$ cat config.mk
export PLATFORM = sky130hd
export DESIGN_NAME = mem_arbiter_flat
export DESIGN_NICKNAME = d
export VERILOG_FILES = /design/src/rtl/mem_arbiter_if.sv /design/src/rtl/mem_arbiter.sv /design/src/flat_wrapper.sv
export SDC_FILE = /design/constraint.sdc
export NUM_CORES = 1
export LEC_CHECK = 0
export BUFFER_PORTS_ARGS = -buffer_cell sky130_fd_sc_hd__buf_2
export CAP_MARGIN = 20
export CORE_AREA = 2 2 121 123
export CTS_BUF_LIST = sky130_fd_sc_hd__clkbuf_2
export DETAILED_ROUTE_END_ITERATION = 10
export DIE_AREA = 0 0 123 125
export HOLD_SLACK_MARGIN = 0.12
export PLACE_DENSITY_LB_ADDON = 0.25
export SLEW_MARGIN = 20
export SYNTH_ARGS = -nofsm -noshare
export SYNTH_HDL_FRONTEND = slang
export SYNTH_SLANG_ARGS = --single-unit
$ cat constraint.sdc
create_clock -name clk -period 2.33 [get_ports clk]
set_input_delay 0.233 -clock clk [delete_from_list [all_inputs] [get_ports clk]]
set_output_delay 0.233 -clock clk [all_outputs]
set_load 0.02 [all_outputs]
$ cat src/rtl/mem_arbiter_if.sv
// Bundle of the I-cache, D-cache and unified-memory signals around mem_arbiter.
// slave is the arbiter's view; master is the caches-plus-memory side.
interface mem_arbiter_if #(
    parameter int LINE_W = 64
);
    logic              i_req;
    logic [15:0]       i_addr;
    logic              i_rdy;
    logic              d_req;
    logic              d_we;
    logic [15:0]       d_addr;
    logic [LINE_W-1:0] d_wdata;
    logic              d_rdy;
    logic [LINE_W-1:0] rd_data;
    logic              mem_re;
    logic              mem_we;
    logic [15:0]       mem_addr;
    logic [LINE_W-1:0] mem_wdata;
    logic [LINE_W-1:0] mem_rdata;
    logic              busy;

    modport slave (
        input  i_req, i_addr, d_req, d_we, d_addr, d_wdata, mem_rdata,
        output i_rdy, d_rdy, rd_data, mem_re, mem_we, mem_addr, mem_wdata, busy
    );

    modport master (
        output i_req, i_addr, d_req, d_we, d_addr, d_wdata, mem_rdata,
        input  i_rdy, d_rdy, rd_data, mem_re, mem_we, mem_addr, mem_wdata, busy
    );
endinterface

$ cat src/rtl/mem_arbiter.sv
// Round-robin arbiter sharing one fixed-latency memory port between I-cache fills
// and D-cache fills/writebacks.
//
//   state  | meaning
//   IDLE   | sample requests, grant one and latch its command
//   ACCESS | memory strobe held for MEM_LAT cycles, read data captured on the last
//   RESP   | one-cycle rdy pulse to the granted requester
module mem_arbiter #(
    parameter int MEM_LAT = 4,
    parameter int LINE_W  = 64
) (
    input  logic          clk,
    input  logic          rst_n,
    mem_arbiter_if.slave  bus
);
    localparam int CNT_W = $clog2(MEM_LAT) + 1;
    localparam logic GNT_I = 1'b0;
    localparam logic GNT_D = 1'b1;

    typedef enum logic [1:0] {
        IDLE   = 2'd0,
        ACCESS = 2'd1,
        RESP   = 2'd2
    } state_t;

    state_t            state;
    logic [CNT_W-1:0]  cnt;
    logic              lastGnt;
    logic              gntD;
    logic              memRe;
    logic              memWe;
    logic [15:0]       memAddr;
    logic [LINE_W-1:0] memWdata;
    logic [LINE_W-1:0] rdData;
    logic              iRdy;
    logic              dRdy;
    logic              busyQ;
    logic              pickD;

    // D wins when it is alone, or on a tie when I was served last.
    assign pickD = bus.d_req && (!bus.i_req || (lastGnt == GNT_I));

    always_ff @(posedge clk or negedge rst_n) begin
        if (!rst_n) begin
            state    <= IDLE;
            cnt      <= '0;
            lastGnt  <= GNT_I;
            gntD     <= 1'b0;
            memRe    <= 1'b0;
            memWe    <= 1'b0;
            memAddr  <= '0;
            memWdata <= '0;
            rdData   <= '0;
            iRdy     <= 1'b0;
            dRdy     <= 1'b0;
            busyQ    <= 1'b0;
        end else begin
            case (state)
                IDLE: begin
                    if (bus.i_req || bus.d_req) begin
                        gntD     <= pickD;
                        lastGnt  <= pickD ? GNT_D : GNT_I;
                        memAddr  <= pickD ? bus.d_addr : bus.i_addr;
                        memWdata <= pickD ? bus.d_wdata : '0;
                        memRe    <= pickD ? !bus.d_we : 1'b1;
                        memWe    <= pickD && bus.d_we;
                        cnt      <= CNT_W'(MEM_LAT - 1);
                        busyQ    <= 1'b1;
                        state    <= ACCESS;
                    end
                end
                ACCESS: begin
                    if (cnt != '0) begin
                        cnt <= cnt - 1'b1;
                    end else begin
                        if (memRe) begin
                            rdData <= bus.mem_rdata;
                        end
                        memRe <= 1'b0;
                        memWe <= 1'b0;
                        iRdy  <= !gntD;
                        dRdy  <= gntD;
                        state <= RESP;
                    end
                end
                RESP: begin
                    iRdy  <= 1'b0;
                    dRdy  <= 1'b0;
                    busyQ <= 1'b0;
                    state <= IDLE;
                end
                default: begin
                    state <= IDLE;
                end
            endcase
        end
    end

    assign bus.mem_re    = memRe;
    assign bus.mem_we    = memWe;
    assign bus.mem_addr  = memAddr;
    assign bus.mem_wdata = memWdata;
    assign bus.rd_data   = rdData;
    assign bus.i_rdy     = iRdy;
    assign bus.d_rdy     = dRdy;
    assign bus.busy      = busyQ;
endmodule

$ cat src/flat_wrapper.sv
// flat-port wrapper written by rule: the top's interface ports become plain ports
module mem_arbiter_flat 
#(
    parameter int MEM_LAT = 4,
    parameter int LINE_W  = 64
)
  (clk, rst_n, bus_i_req, bus_i_addr, bus_d_req, bus_d_we, bus_d_addr, bus_d_wdata, bus_mem_rdata, bus_i_rdy, bus_d_rdy, bus_rd_data, bus_mem_re, bus_mem_we, bus_mem_addr, bus_mem_wdata, bus_busy);
  mem_arbiter_if #(.LINE_W(LINE_W)) bus_i ();
  input  logic clk;
  input  logic rst_n;
  input wire logic [$bits(bus_i.i_req)-1:0] bus_i_req;
  input wire logic [$bits(bus_i.i_addr)-1:0] bus_i_addr;
  input wire logic [$bits(bus_i.d_req)-1:0] bus_d_req;
  input wire logic [$bits(bus_i.d_we)-1:0] bus_d_we;
  input wire logic [$bits(bus_i.d_addr)-1:0] bus_d_addr;
  input wire logic [$bits(bus_i.d_wdata)-1:0] bus_d_wdata;
  input wire logic [$bits(bus_i.mem_rdata)-1:0] bus_mem_rdata;
  output wire logic [$bits(bus_i.i_rdy)-1:0] bus_i_rdy;
  output wire logic [$bits(bus_i.d_rdy)-1:0] bus_d_rdy;
  output wire logic [$bits(bus_i.rd_data)-1:0] bus_rd_data;
  output wire logic [$bits(bus_i.mem_re)-1:0] bus_mem_re;
  output wire logic [$bits(bus_i.mem_we)-1:0] bus_mem_we;
  output wire logic [$bits(bus_i.mem_addr)-1:0] bus_mem_addr;
  output wire logic [$bits(bus_i.mem_wdata)-1:0] bus_mem_wdata;
  output wire logic [$bits(bus_i.busy)-1:0] bus_busy;
  assign bus_i.i_req = bus_i_req;
  assign bus_i.i_addr = bus_i_addr;
  assign bus_i.d_req = bus_d_req;
  assign bus_i.d_we = bus_d_we;
  assign bus_i.d_addr = bus_d_addr;
  assign bus_i.d_wdata = bus_d_wdata;
  assign bus_i.mem_rdata = bus_mem_rdata;
  assign bus_i_rdy = bus_i.i_rdy;
  assign bus_d_rdy = bus_i.d_rdy;
  assign bus_rd_data = bus_i.rd_data;
  assign bus_mem_re = bus_i.mem_re;
  assign bus_mem_we = bus_i.mem_we;
  assign bus_mem_addr = bus_i.mem_addr;
  assign bus_mem_wdata = bus_i.mem_wdata;
  assign bus_busy = bus_i.busy;
  mem_arbiter #(.MEM_LAT(MEM_LAT), .LINE_W(LINE_W)) u_core (.clk(clk), .rst_n(rst_n), .bus(bus_i));
endmodule
* Yosys cells after proc, flatten, opt, wreduce, memory -nomap -nowiden
Index checks and enable logic that the tools add are counted.
** Cells by class
- Add/subtract/negate cells :: 1
- Equal/unequal tests :: 5
- Multiplexer cells :: 21
- Bitwise logic cells :: 2
- Reduce and logical (&&, ||, !) cells :: 19
** Operators by type and width (number)
- 2-to-1 mux 64 bit :: 1
- 2-to-1 mux 16 bit :: 1
- one-hot mux 1 bit (2 select lines) :: 5
- AND reduction 3 bit :: 3
- 2-to-1 mux 1 bit :: 8
- AND reduction 2 bit :: 4
- 2-to-1 mux 3 bit :: 2
- one-hot mux 3 bit (2 select lines) :: 1
- nonzero test 2 bit :: 3
- 2-to-1 mux 2 bit :: 2
- != test 2 x 1 -> 1 bit, second input constant :: 2
- one-hot mux 2 bit (2 select lines) :: 1
- logical NOT 1 bit :: 3
- nonzero test 3 bit :: 1
- subtractor 3 x 1 -> 3 bit, second input constant :: 1
- equality test 2 x 1 -> 1 bit, second input constant :: 1
- equality test 2 bit, second input constant :: 1
- logical AND 1 bit :: 2
- logical NOT 2 bit :: 1
- logical OR 1 bit :: 2
- != test 2 bit, second input constant :: 1
- NOT 1 bit :: 2
** Word-level totals
- Bits in registers :: 156
- Input bits :: 165
- Output and inout bits :: 149

* Longest topological paths before layout
- Word-level depth :: 6
- Mapped depth :: 7
- Gate-level depth less buffers :: 5

* Worst setup path after synthesis
Ideal clock, no wire load.
- Path type :: register to register
- From :: register u_core.cnt[0]
- To :: register u_core.rdData[0] (netlist: u_core.bus.rd_data[0])
- Data arrival time :: 1525 ps
- Required time :: 2205 ps
- Slack :: 679 ps
- Cell stages (with the launch flop) :: 8
- Path through :: dfrtp_1 > inv_1 > ha_1 > and4bb_1 > buf_4 > nand2_4 > buf_6 > mux2_4
** On the way
- Word-level cells in the longest chain between the ends :: 3
** Ends and longest elaborated chain
- start: declaration :: line mem_arbiter.sv:27 : logic [CNT_W-1:0] cnt;
- start signal: assignment :: line mem_arbiter.sv:67 : cnt <= CNT_W'(MEM_LAT - 1);
- start signal: assignment :: line mem_arbiter.sv:74 : cnt <= cnt - 1'b1;
- nonzero test 3 bit :: line mem_arbiter.sv:73 : if (cnt != '0) begin
- NOT 1 bit (no source line)
- AND reduction 3 bit (no source line)
- end signal: assignment :: line mem_arbiter.sv:77 : rdData <= bus.mem_rdata;
- end: declaration :: line mem_arbiter.sv:34 : logic [LINE_W-1:0] rdData;
Every way passes these cells.
A chain may end at the register's enable or synchronous reset.

* Final worst setup path
- From :: register u_core.lastGnt
- To :: register u_core.memAddr[14] (netlist: u_core.bus.mem_addr[14])
** On the way
- Word-level cells in the longest chain between the ends :: 4
** Ends and longest elaborated chain
- start: declaration :: line mem_arbiter.sv:28 : logic lastGnt;
- start signal: assignment :: line mem_arbiter.sv:62 : lastGnt <= pickD ? GNT_D : GNT_I;
- NOT 1 bit :: line mem_arbiter.sv:41 : assign pickD = bus.d_req && (!bus.i_req || (lastGnt == GNT_I));
- logical OR 1 bit :: line mem_arbiter.sv:41
- logical AND 1 bit :: line mem_arbiter.sv:41
- 2-to-1 mux 16 bit :: line mem_arbiter.sv:63 : memAddr <= pickD ? bus.d_addr : bus.i_addr;
- end signal: assignment :: line mem_arbiter.sv:63
- end: declaration :: line mem_arbiter.sv:32 : logic [15:0] memAddr;
Every way passes these cells.

==> results.py <==
metrics = {
    "yosys": {
        "ys_seq_area_frac": 0.632,
        "synth-compound-area-share": 0.136,
        "ys_async_sr_fraction": 1.00,
        "ys.warnings.count": 0,
        "synth_area_per_cell_um2": 14.8,
        "synth_fa_ha_area_frac": 0.00408,
        "synth_area_leaders": "dfrtp_1 (63%), mux2_4 (15%), a22o_1 (9.3%), nand2_1 (2.4%), a31oi_1 (1.6%)",
        "synth_top_family_by_area": "multiplexers",
        "synth_cell_types": 33,
        "synth_area_mm2": 0.00614,
        "muxShareOfSynthArea": 0.157,
        "synth_top_area_frac": 0.632,
        "synth_fp_nets": 581,
        "syn_inst": 414,
        "synth_top_area_cell": "dfrtp_1",
        "ys_ff_latch": 155,
        "synth-xor-area-share": 0,
        "yosys.area_share.simple": 0.0377,
        "synth-edff-count": 0,
        "synth_top_flop_cell": "dfrtp_1",
    },
    "worst_setup_path": {
        "worstSetupPathType": "flop to flop",
        "r2r_slack_ps": 80,
        "worstPathArrival_ps": 2930,
        "cp-startpoint": "u_core.lastGnt",
        "cpPeakStageDelay_ps": 580,
        "worst_path_most_repeated_cell": "dlygate4sd3_1",
        "end_kind": "flop",
        "crit_required_ps": 3010,
        "critPathLaunchType": "flop",
        "path_cells": "a21boi_2 -> buf_6 -> nand2_1 -> dlygate4sd3_1 -> a31oi_1 -> dlygate4sd3_1",
        "r2r_start": "u_core.lastGnt",
        "path_max_fanout": 7,
        "cp_slowest_cell": "dlygate4sd3_1",
    },
    "power": {
        "ir_drop_uv": 817,
        "power_mw": 12.7,
        "p_leak_nw": 5.26,
        "powerDensity_mw_per_mm2": 1260,
    },
    "final_layout": {
        "nNetsFinal": 1086,
        "final_util": 0.708,
        "instances_no_fill": 1116,
        "multi_input_area_mm2": 0.00208,
        "syn_to_final_growth_pct": 64.0,
        "drive_gt1_frac": 0.467,
        "n_antenna_cell": 0,
        "fillers": 909,
        "regArea_mm2": 0.00388,
    },
    "route": {
        "drtIter0Drc": 325,
        "drc": 0,
        "route.met3.wl_mm": 1.41,
        "dr.pass1.iters": 4,
        "dr_wl_met2_mm": 9.83,
        "top_layer": "met4",
        "viasPerCell": 5.02,
        "wl_mm": 19.5,
        "met1_length_mm": 7.74,
        "vias": 5600,
        "wl_per_cell_um": 17.5,
        "drtAntennaViolNets": 0,
    },
    "place": {
        "place_ws_ps": 326,
        "gp_congestion": 0.742,
        "place_hpwl_mm": 11.4,
        "numPortBuffers": 313,
        "placed_cells": 894,
    },
    "floorplan": {
        "dieArea_mm2": 0.0154,
        "die_h_um": 125,
        "rows": 44,
        "pin_count": 314,
        "die_x_um": 123,
        "core_mm2": 0.0142,
        "initial_core_util": 0.432,
    },
    "clock_tree": {
        "h-tree-depth": 4,
        "cts_buffer_depth": 2,
        "clk_latency_ps": 710,
        "cts_num_sinks": 155,
        "cts_buffers": 17,
        "cts_tree": "done",
        "cts-root-buf": "clkbuf_2",
        "path_clk_slew_ps": 230,
    },
    "timing": {
        "fin_ws_ps": 76.3,
        "finalHoldViolations": 0,
        "tightestPinTransition_ps": 545,
        "holdWs_ps": 250,
        "period_minus_slack_ps": 2250,
        "finalCritPeriodShare": 0.967,
        "fin_skew_ps": 42.6,
        "clock.fmax_mhz": 444,
        "relSlewSlack": 0.637,
        "finalSetupViolCount": 0,
        "maxSlewViolCount": 0,
    },
    "grt": {
        "grt_first_pass_wirelength_mm": 30.2,
        "track_usage": 0.254,
        "overflow": 0,
        "grt_pass1_vias": 5955,
        "grt_max_degree": 63,
        "grt_antenna_before_repair": 0,
    },
    "min_path": {
        "hold_start": "bus_d_wdata[6]",
        "hold_path_class": "input pin to flop",
    },
    "flow_run": {
        "cap_viol_max_count": 0,
    },
    "outcome": {
        "status": "finished clean",
    },
}
## Yosys cell counts, types with 2 or more instances
cell      number
dfrtp_1      155
a22o_1        65
mux2_4        60
nand2_1       40
a21oi_1       17
a31oi_1       16
buf_2          9
buf_4          7
clkbuf_1       7
buf_6          6
mux2_2         4
nor2_1         3
ha_1           2
inv_1          2
mux2i_1        2
nand2b_1       2
## state kept, by name, indices dropped and copies added (netlist names)
signal and count:
u_core.cnt 3, u_core.bus.mem_we 1, u_core.state 2, u_core.bus.mem_wdata 64, u_core.bus.mem_re 1, u_core.bus.mem_addr 16
u_core.bus.rd_data 64, u_core.bus.busy 1, u_core.lastGnt 1, u_core.bus.d_rdy 1, u_core.bus.i_rdy 1
## path summary, 6_finish.rpt
kind                                      endpoint  cells after the start
max reg2reg                u_core.bus.mem_addr[14]                      6
min reg2reg                      u_core.bus.mem_we                      1
min                        u_core.bus.mem_wdata[6]                      3
max                        u_core.bus.mem_addr[14]                      6
max in group asynchronous   u_core.bus.rd_data[63]                      4
min in group asynchronous            u_core.cnt[1]                      4
## cell families (layout without fill, tap and decap cells)
group	Yosys count	after routing
mux	66	66
simple gates	52	52
flops	155	155
buf+inv	32	550
compound gates	107	107
fa+ha+maj	2	2
## routing by layer
metal,vias to the layer above,track usage
li1,2512,-
met1,2768,0.304
met2,270,0.430
met3,50,0.0689
met4,0,0.106
met5,-,0
## cells in the final DEF, fill, tap and decap left out, drive strengths merged, types with 2 or more instances in the layout
cell / Yosys / layout
buf: 23 / 332
dlygate4sd3: 0 / 183
dfrtp: 155 / 155
a22o: 65 / 65
mux2: 64 / 64
nand2: 41 / 41
clkbuf: 7 / 20
a21oi: 17 / 17
a31oi: 16 / 16
clkinv: 0 / 8
nor2: 3 / 3
inv: 2 / 2
nand2b: 2 / 2
mux2i: 2 / 2
ha: 2 / 2
bufinv: 0 / 2
clkinvlp: 0 / 2
nor3: 2 / 2
## where the power goes
group | leakage, nW | internal (mW) | switching, mW
Sequential | 1.89 | 3.99 | 0.792
Clock | 0.141 | 0.497 | 0.932
Combinational | 3.23 | 2.97 | 3.48
## through the flow
step                TNS (ps)  instance area [µm²]
finish                     0                10100
global route           -11.5                10100
CTS                        0                10000
detailed placement         0                 7910
global placement           0                 7910
floorplan                  0                 6140
## cell type report
| type | instances | share of cell area |
|---|---|---|
| Sequential cell | 155 | 0.386 |
| Clock inverter | 12 | 0.0124 |
| Clock buffer | 20 | 0.00995 |
| Tap cell | 184 | 0.0229 |
| Inverter | 2 | 0.000746 |
| Timing Repair Buffer | 516 | 0.362 |
| Multi-Input combinational cell | 227 | 0.206 |
## critical path, delay by kind of cell, from the launching register on
family / cells / cell delay, ps
AO/OA/AOI/OAI: 2 / 360
flip-flops: 1 / 500
AND/OR/NAND/NOR: 1 / 70
buffers and inverters: 3 / 1290
## repair_timing
action	in CTS	in global routing
hold buffers	184	2
gates resized for setup	0	5
endpoints found under the hold margin	303	2
endpoints found under the setup margin	0	14
buffers inserted	0	4
(Power assumes the default switching activity.)
